[src/rtl/mc_controller_pkg.sv]
`default_nettype none
// ============================================================================
// Module   : mc_controller_pkg
// Brief    : Shared opcodes, funct codes, ALU op codes, ALU-op classes and
//            FSM state encoding for the multicycle MIPS control unit.
// Revision : 1.0 - initial release
// ============================================================================
package mc_controller_pkg;

  // Primary opcodes, instr[31:26]
  localparam logic [5:0] OP_RTYPE = 6'b000000;
  localparam logic [5:0] OP_LW    = 6'b100011;
  localparam logic [5:0] OP_SW    = 6'b101011;
  localparam logic [5:0] OP_BEQ   = 6'b000100;
  localparam logic [5:0] OP_ADDI  = 6'b001000;
  localparam logic [5:0] OP_J     = 6'b000010;

  // R-type function codes, instr[5:0]
  localparam logic [5:0] FUNCT_ADD = 6'b100000;
  localparam logic [5:0] FUNCT_SUB = 6'b100010;
  localparam logic [5:0] FUNCT_AND = 6'b100100;
  localparam logic [5:0] FUNCT_OR  = 6'b100101;
  localparam logic [5:0] FUNCT_SLT = 6'b101010;

  // ALU operation codes driven onto alucontrol
  localparam logic [2:0] ALU_AND  = 3'b000;
  localparam logic [2:0] ALU_OR   = 3'b001;
  localparam logic [2:0] ALU_ADD  = 3'b010;
  localparam logic [2:0] ALU_NONE = 3'b011;
  localparam logic [2:0] ALU_SUB  = 3'b110;
  localparam logic [2:0] ALU_SLT  = 3'b111;

  // ALU operation class chosen by the FSM
  localparam logic [1:0] ALUOP_ADD   = 2'b00;
  localparam logic [1:0] ALUOP_SUB   = 2'b01;
  localparam logic [1:0] ALUOP_FUNCT = 2'b10;

  // FSM state encoding; 12..15 are unused and recover to FETCH
  typedef enum logic [3:0] {
    ST_FETCH   = 4'd0,
    ST_DECODE  = 4'd1,
    ST_MEMADR  = 4'd2,
    ST_MEMRD   = 4'd3,
    ST_MEMWB   = 4'd4,
    ST_MEMWR   = 4'd5,
    ST_EXECUTE = 4'd6,
    ST_ALUWB   = 4'd7,
    ST_BRANCH  = 4'd8,
    ST_ADDIEX  = 4'd9,
    ST_ADDIWB  = 4'd10,
    ST_JUMP    = 4'd11
  } state_t;

endpackage
`default_nettype wire

[src/rtl/mc_controller_alu_decoder.sv]
`default_nettype none
// ============================================================================
// Module   : mc_controller_alu_decoder
// Brief    : Combinational ALU decoder: (aluop, funct) -> alucontrol.
// Revision : 1.0 - initial release
// ============================================================================
module mc_controller_alu_decoder
  import mc_controller_pkg::*;
(
  input  logic [1:0] aluop,
  input  logic [5:0] funct,
  output logic [2:0] alucontrol
);

  // Fixed add/sub for address and branch work; otherwise decode the funct field
  always_comb begin
    alucontrol = ALU_NONE;
    case (aluop)
      ALUOP_ADD: alucontrol = ALU_ADD;
      ALUOP_SUB: alucontrol = ALU_SUB;
      default: begin
        case (funct)
          FUNCT_ADD: alucontrol = ALU_ADD;
          FUNCT_SUB: alucontrol = ALU_SUB;
          FUNCT_AND: alucontrol = ALU_AND;
          FUNCT_OR:  alucontrol = ALU_OR;
          FUNCT_SLT: alucontrol = ALU_SLT;
          default:   alucontrol = ALU_NONE;
        endcase
      end
    endcase
  end

endmodule
`default_nettype wire

[src/rtl/mc_controller.sv]
`default_nettype none
// ============================================================================
// Module   : mc_controller
// Brief    : Multicycle MIPS control unit. Moore FSM sequencing each
//            instruction, issuing datapath mux selects, write enables and
//            the ALU operation code.
// Revision : 1.0 - initial release
// ============================================================================
module mc_controller
  import mc_controller_pkg::*;
(
  input  logic       clk,
  input  logic       reset,
  input  logic [5:0] op,
  input  logic [5:0] funct,
  input  logic       zero,
  output logic [2:0] alucontrol,
  output logic       alusrca,
  output logic [1:0] alusrcb,
  output logic       iord,
  output logic       memtoreg,
  output logic       regdst,
  output logic [1:0] pcsrc,
  output logic       irwrite,
  output logic       memwrite,
  output logic       regwrite,
  output logic       pcen
);

  state_t     state;
  state_t     state_next;
  logic [1:0] aluop;
  logic       pcwrite;
  logic       branch;
  logic       irwrite_st;
  logic       memwrite_st;
  logic       regwrite_st;

  // State register; reset forces FETCH immediately
  always_ff @(posedge clk or posedge reset) begin
    if (reset) state <= ST_FETCH;
    else       state <= state_next;
  end

  // Next-state and per-state (Moore) control outputs
  always_comb begin
    state_next  = ST_FETCH;
    alusrca     = 1'b0;
    alusrcb     = 2'b00;
    iord        = 1'b0;
    memtoreg    = 1'b0;
    regdst      = 1'b0;
    pcsrc       = 2'b00;
    irwrite_st  = 1'b0;
    memwrite_st = 1'b0;
    regwrite_st = 1'b0;
    pcwrite     = 1'b0;
    branch      = 1'b0;
    aluop       = ALUOP_ADD;
    case (state)
      ST_FETCH: begin
        alusrcb    = 2'b01;
        irwrite_st = 1'b1;
        pcwrite    = 1'b1;
        state_next = ST_DECODE;
      end
      ST_DECODE: begin
        // ALU precomputes the branch target while op is decoded
        alusrcb = 2'b11;
        case (op)
          OP_LW, OP_SW: state_next = ST_MEMADR;
          OP_RTYPE:     state_next = ST_EXECUTE;
          OP_BEQ:       state_next = ST_BRANCH;
          OP_ADDI:      state_next = ST_ADDIEX;
          OP_J:         state_next = ST_JUMP;
          default:      state_next = ST_FETCH;
        endcase
      end
      ST_MEMADR: begin
        alusrca    = 1'b1;
        alusrcb    = 2'b10;
        state_next = (op == OP_SW) ? ST_MEMWR : ST_MEMRD;
      end
      ST_MEMRD: begin
        iord       = 1'b1;
        state_next = ST_MEMWB;
      end
      ST_MEMWB: begin
        memtoreg    = 1'b1;
        regwrite_st = 1'b1;
      end
      ST_MEMWR: begin
        iord        = 1'b1;
        memwrite_st = 1'b1;
      end
      ST_EXECUTE: begin
        alusrca    = 1'b1;
        aluop      = ALUOP_FUNCT;
        state_next = ST_ALUWB;
      end
      ST_ALUWB: begin
        regdst      = 1'b1;
        regwrite_st = 1'b1;
      end
      ST_BRANCH: begin
        alusrca = 1'b1;
        aluop   = ALUOP_SUB;
        pcsrc   = 2'b01;
        branch  = 1'b1;
      end
      ST_ADDIEX: begin
        alusrca    = 1'b1;
        alusrcb    = 2'b10;
        state_next = ST_ADDIWB;
      end
      ST_ADDIWB: begin
        regwrite_st = 1'b1;
      end
      ST_JUMP: begin
        pcsrc   = 2'b10;
        pcwrite = 1'b1;
      end
      default: state_next = ST_FETCH;
    endcase
  end

  // Write enables are suppressed combinationally for as long as reset is high
  assign irwrite  = irwrite_st  & ~reset;
  assign memwrite = memwrite_st & ~reset;
  assign regwrite = regwrite_st & ~reset;
  assign pcen     = (pcwrite | (branch & zero)) & ~reset;

  mc_controller_alu_decoder u_alu_decoder (
    .aluop      (aluop),
    .funct      (funct),
    .alucontrol (alucontrol)
  );

endmodule
`default_nettype wire

[config.mk]
export PLATFORM = sky130hd
export DESIGN_NAME = mc_controller
export DESIGN_NICKNAME = d
export VERILOG_FILES = /design/src/rtl/mc_controller_pkg.sv /design/src/rtl/mc_controller_alu_decoder.sv /design/src/rtl/mc_controller.sv
export SDC_FILE = /design/constraint.sdc
export NUM_CORES = 1
export LEC_CHECK = 0
export ABC_CLOCK_PERIOD_IN_PS = 1800
export CORE_UTILIZATION = 25
export CTS_CLUSTER_DIAMETER = 120
export DETAILED_ROUTE_END_ITERATION = 10
export GPL_ROUTABILITY_DRIVEN = 0
export PLACE_DENSITY_LB_ADDON = 0.3
export SLEW_MARGIN = 20
export SYNTH_ARGS = -nofsm -noshare
export SYNTH_HDL_FRONTEND = slang
export SYNTH_SLANG_ARGS = --single-unit
[constraint.sdc]
create_clock -name clk -period 1.8 [get_ports clk]
set_input_delay 0.18 -clock clk [delete_from_list [all_inputs] [get_ports clk]]
set_output_delay 0.18 -clock clk [all_outputs]
set_load 0.05 [all_outputs]
==> results.yml <==
run_status:
  status: "finished, final reports clean"
sta:
  hold_viol_final: 0
  rsz0062_at_grt: "false"
  fin_crit_sh: 0.972
  period_minus_slack_ns: 1.75
  relSlewSlack: 0.695
  finalSetupViolations: 0
  fmax_ghz: 0.572
  worstMarginPinSlew_ns: 0.445
  fin_skew_ns: 0.00361
  finalMaxSlewViolations: 0
cells_and_area:
  drive_above_1_share: 0.404
  seqCellArea_sq_um: 103
  reg.largest.list: "state: 4 flops"
  design_area_sq_um: 1110
  largest_register_ffs: 4
  nets: 121
  multiInputGateArea_sq_um: 454
  nFillCells: 193
  antennaDiodeCount: 0
  area_delta_synth_final_pct: 106
  top_register: "state"
synthesis:
  synth_top_family_by_area: "simple AND/OR/NAND/NOR gates"
  syn_nets: 84
  synth-simple-area-share: 0.487
  synth.distinct_cells: 36
  synth_area_sq_um: 539
  syn_inst: 69
  synth-seq-cells: 4
  synthMuxAreaShare: 0.0186
  ys.warnings.count: 0
  synthAdderAreaFrac: 0
  synth_area_per_cell_sq_um: 7.82
  synth-seq-area-share: 0.186
  synth_compound_area_frac: 0.174
  synth_xor_area_frac: 0.0487
route:
  drt_iter0_drc: 12
  vias: 669
  wire_per_inst_um: 11.9
  drt-total-wl_um: 1550
  via_per_inst: 5.11
  drc: 0
  ant_nets: 0
  firstDrtPassIters: 4
flow_run:
  drv_cap: 0
worst_setup_path:
  endpoint_kind: "output pin"
  cp-endpoint: "pcen"
  crit_path_start_kind: "flop"
  worst-path-max-fanout: 6
  required_ns: 1.62
  r2r-start: "state[2]$_DFF_PP0_"
  reg2reg_depth: 4
  rrSetupSlack_ns: 0.44
  crit_type: "reg2out"
  worst_ep_arrival_time_ns: 1.57
  r2r-end: "state[1]$_DFF_PP0_"
  worstSetupStartpoint: "state[3]$_DFF_PP0_"
die:
  io_pins: 30
  die_w_um: 48.4
  initial_core_util: 0.269
  rows: 16
  dieArea_sq_um: 2350
  die_h_um: 48.4
  core_area_sq_um: 2000
placed_design:
  io_buffers: 29
  placed_cell_area_sq_um: 1050
  dp_hpwl_um: 1240
grt:
  grt_pass1_vias: 690
  grt_usage: 0.139
  grt_max_degree: 10
  grt_antenna_before_repair: 0
  overflow: 0
  grt_first_pass_wirelength_um: 2630
  top_usage_layer: "met2"
  gr-usage-met1: 0.148
  grtUsageMet3: 0.0283
  grtUsageMet2: 0.263
clocking:
  clock_latency_ns: 0.23
  cts_hold_buffers: 0
  cts_root_buffer: "clkbuf_4"
  cts_buffers: 3
  clkSinkCount: 4
  cts.path.max_buffers: 2
  cts_tree: "done"
  clk_pin_slew_worst_paths_ns: 0.04
  htreeDepth: 1
power:
  irDropWorstVdd_v: 0.000644
  power.density_nw_per_um2: 1160
  power_uw: 1290
  p_leak_uw: 0.000422
min_path:
  hold_path.class: "in2async"
[placed cells by master, fill, tap and decap left out, drive strengths merged]
cell type	count
buf	22
clkdlybuf4s50	14
nand2	6
nor2	6
nor3	5
a21oi	5
nor4b	4
dfrtp	4
inv	3
clkbuf	3
nor3b	3
nand2b	2
nand3	2
and3	2
xnor2	2
nor2b	2
o21ai	2
nor4	2
and4b	1
a2111oi	1
xor2	1
mux2i	1
a221oi	1
o211ai	1
nand4b	1
a21bo	1
nand4	1
or4b	1
o21bai	1
and2b	1
a22oi	1
or4	1
a311oi	1
[area by class of cell]
| type | count | share of cell area |
|---|---|---|
| clock buffer | 3 | 0.0203 |
| inverter | 3 | 0.0102 |
| timing repair buffer | 36 | 0.437 |
| tap | 27 | 0.0305 |
| multi-input combinational | 58 | 0.410 |
| sequential | 4 | 0.0926 |
[Yosys cell counts (all sizes together)]
cell     number  share of area
nor4b         4          0.077
a311oi        1          0.016
a21bo         1          0.019
o211ai        1          0.014
a2111oi       1          0.016
nor4          2          0.051
nor3          5          0.046
nand2         6          0.042
nand4b        1          0.016
and2b         1          0.014
and3          2          0.023
inv           3          0.021
or4           1          0.021
mux2i         1          0.019
xor2          1          0.016
nand4         1          0.012
dfrtp         4           0.19
o21bai        1          0.014
a22oi         1          0.014
nand2b        2          0.023
a221oi        1          0.016
and4b         1          0.019
buf           4          0.065
xnor2         2          0.032
a21oi         5          0.046
nand3         2          0.019
or4b          1          0.019
nor2b         2          0.023
o21ai         2          0.019
nor2          6          0.042
nor3b         3          0.042
[timing repair]
| item | in CTS | in global routing |
|---|---|---|
| resized for setup | 1 | 7 |
| buffers inserted | 0 | 1 |
| setup endpoints to repair | 1 | 5 |
| pin swaps | 0 | 3 |
[critical path: stages (launching register included)]
cell	delay [ns]
dfrtp_1	0.43
or4_4	0.57
a21oi_4	0.19
buf_12	0.15
[per-layer routing]
metal	vias to the layer above	share of wire	wire, um
met1	313	0.42	656
met5	-	0	0
met2	26	0.52	813
met3	0	0.054	84
li1	330	-	-
met4	0	0	0
[power by group]
part	switching (uW)	leakage, uW	internal, uW
clock network	32.1	0.0000138	74.2
registers	59.4	0.0000505	119
logic	523	0.000358	479
total	615	0.000422	672
[metrics by stage]
stage	setup slack, ns	instances	util	setup TNS (ns)	hold slack, ns
after floorplan	-0.219	69	-	-0.219	-0.0539
after global placement	0.0873	127	0.524	0	0.584
after detailed placement	0.0492	127	0.524	0	0.565
final	0.0503	131	0.554	0	0.356
after CTS	0.0326	130	0.538	0	0.319
after global routing	0.00326	131	0.554	0	0.380
[kinds of logic after synthesis]
logic type,after synthesis
compound gates,14
xor+xnor,3
buf+inv,7
flops,4
mux,1
simple gates,40
[worst min path at each step]
| stage | start | end | slack [ns] | cells after the start |
|---|---|---|---|---|
| 2_1_floorplan | reset | state[0]$_DFF_PP0_ | -0.05 | 1 |
| 3_3_place_gp | reset | state[0]$_DFF_PP0_ | 0.58 | 2 |
| 3_5_place_dp | reset | state[0]$_DFF_PP0_ | 0.57 | 2 |
| 4_1_cts | reset | state[2]$_DFF_PP0_ | 0.32 | 2 |
| 5_1_grt | reset | state[2]$_DFF_PP0_ | 0.38 | 2 |
| 6_report | reset | state[2]$_DFF_PP0_ | 0.36 | 2 |
Power figures use the tool's default switching activity.
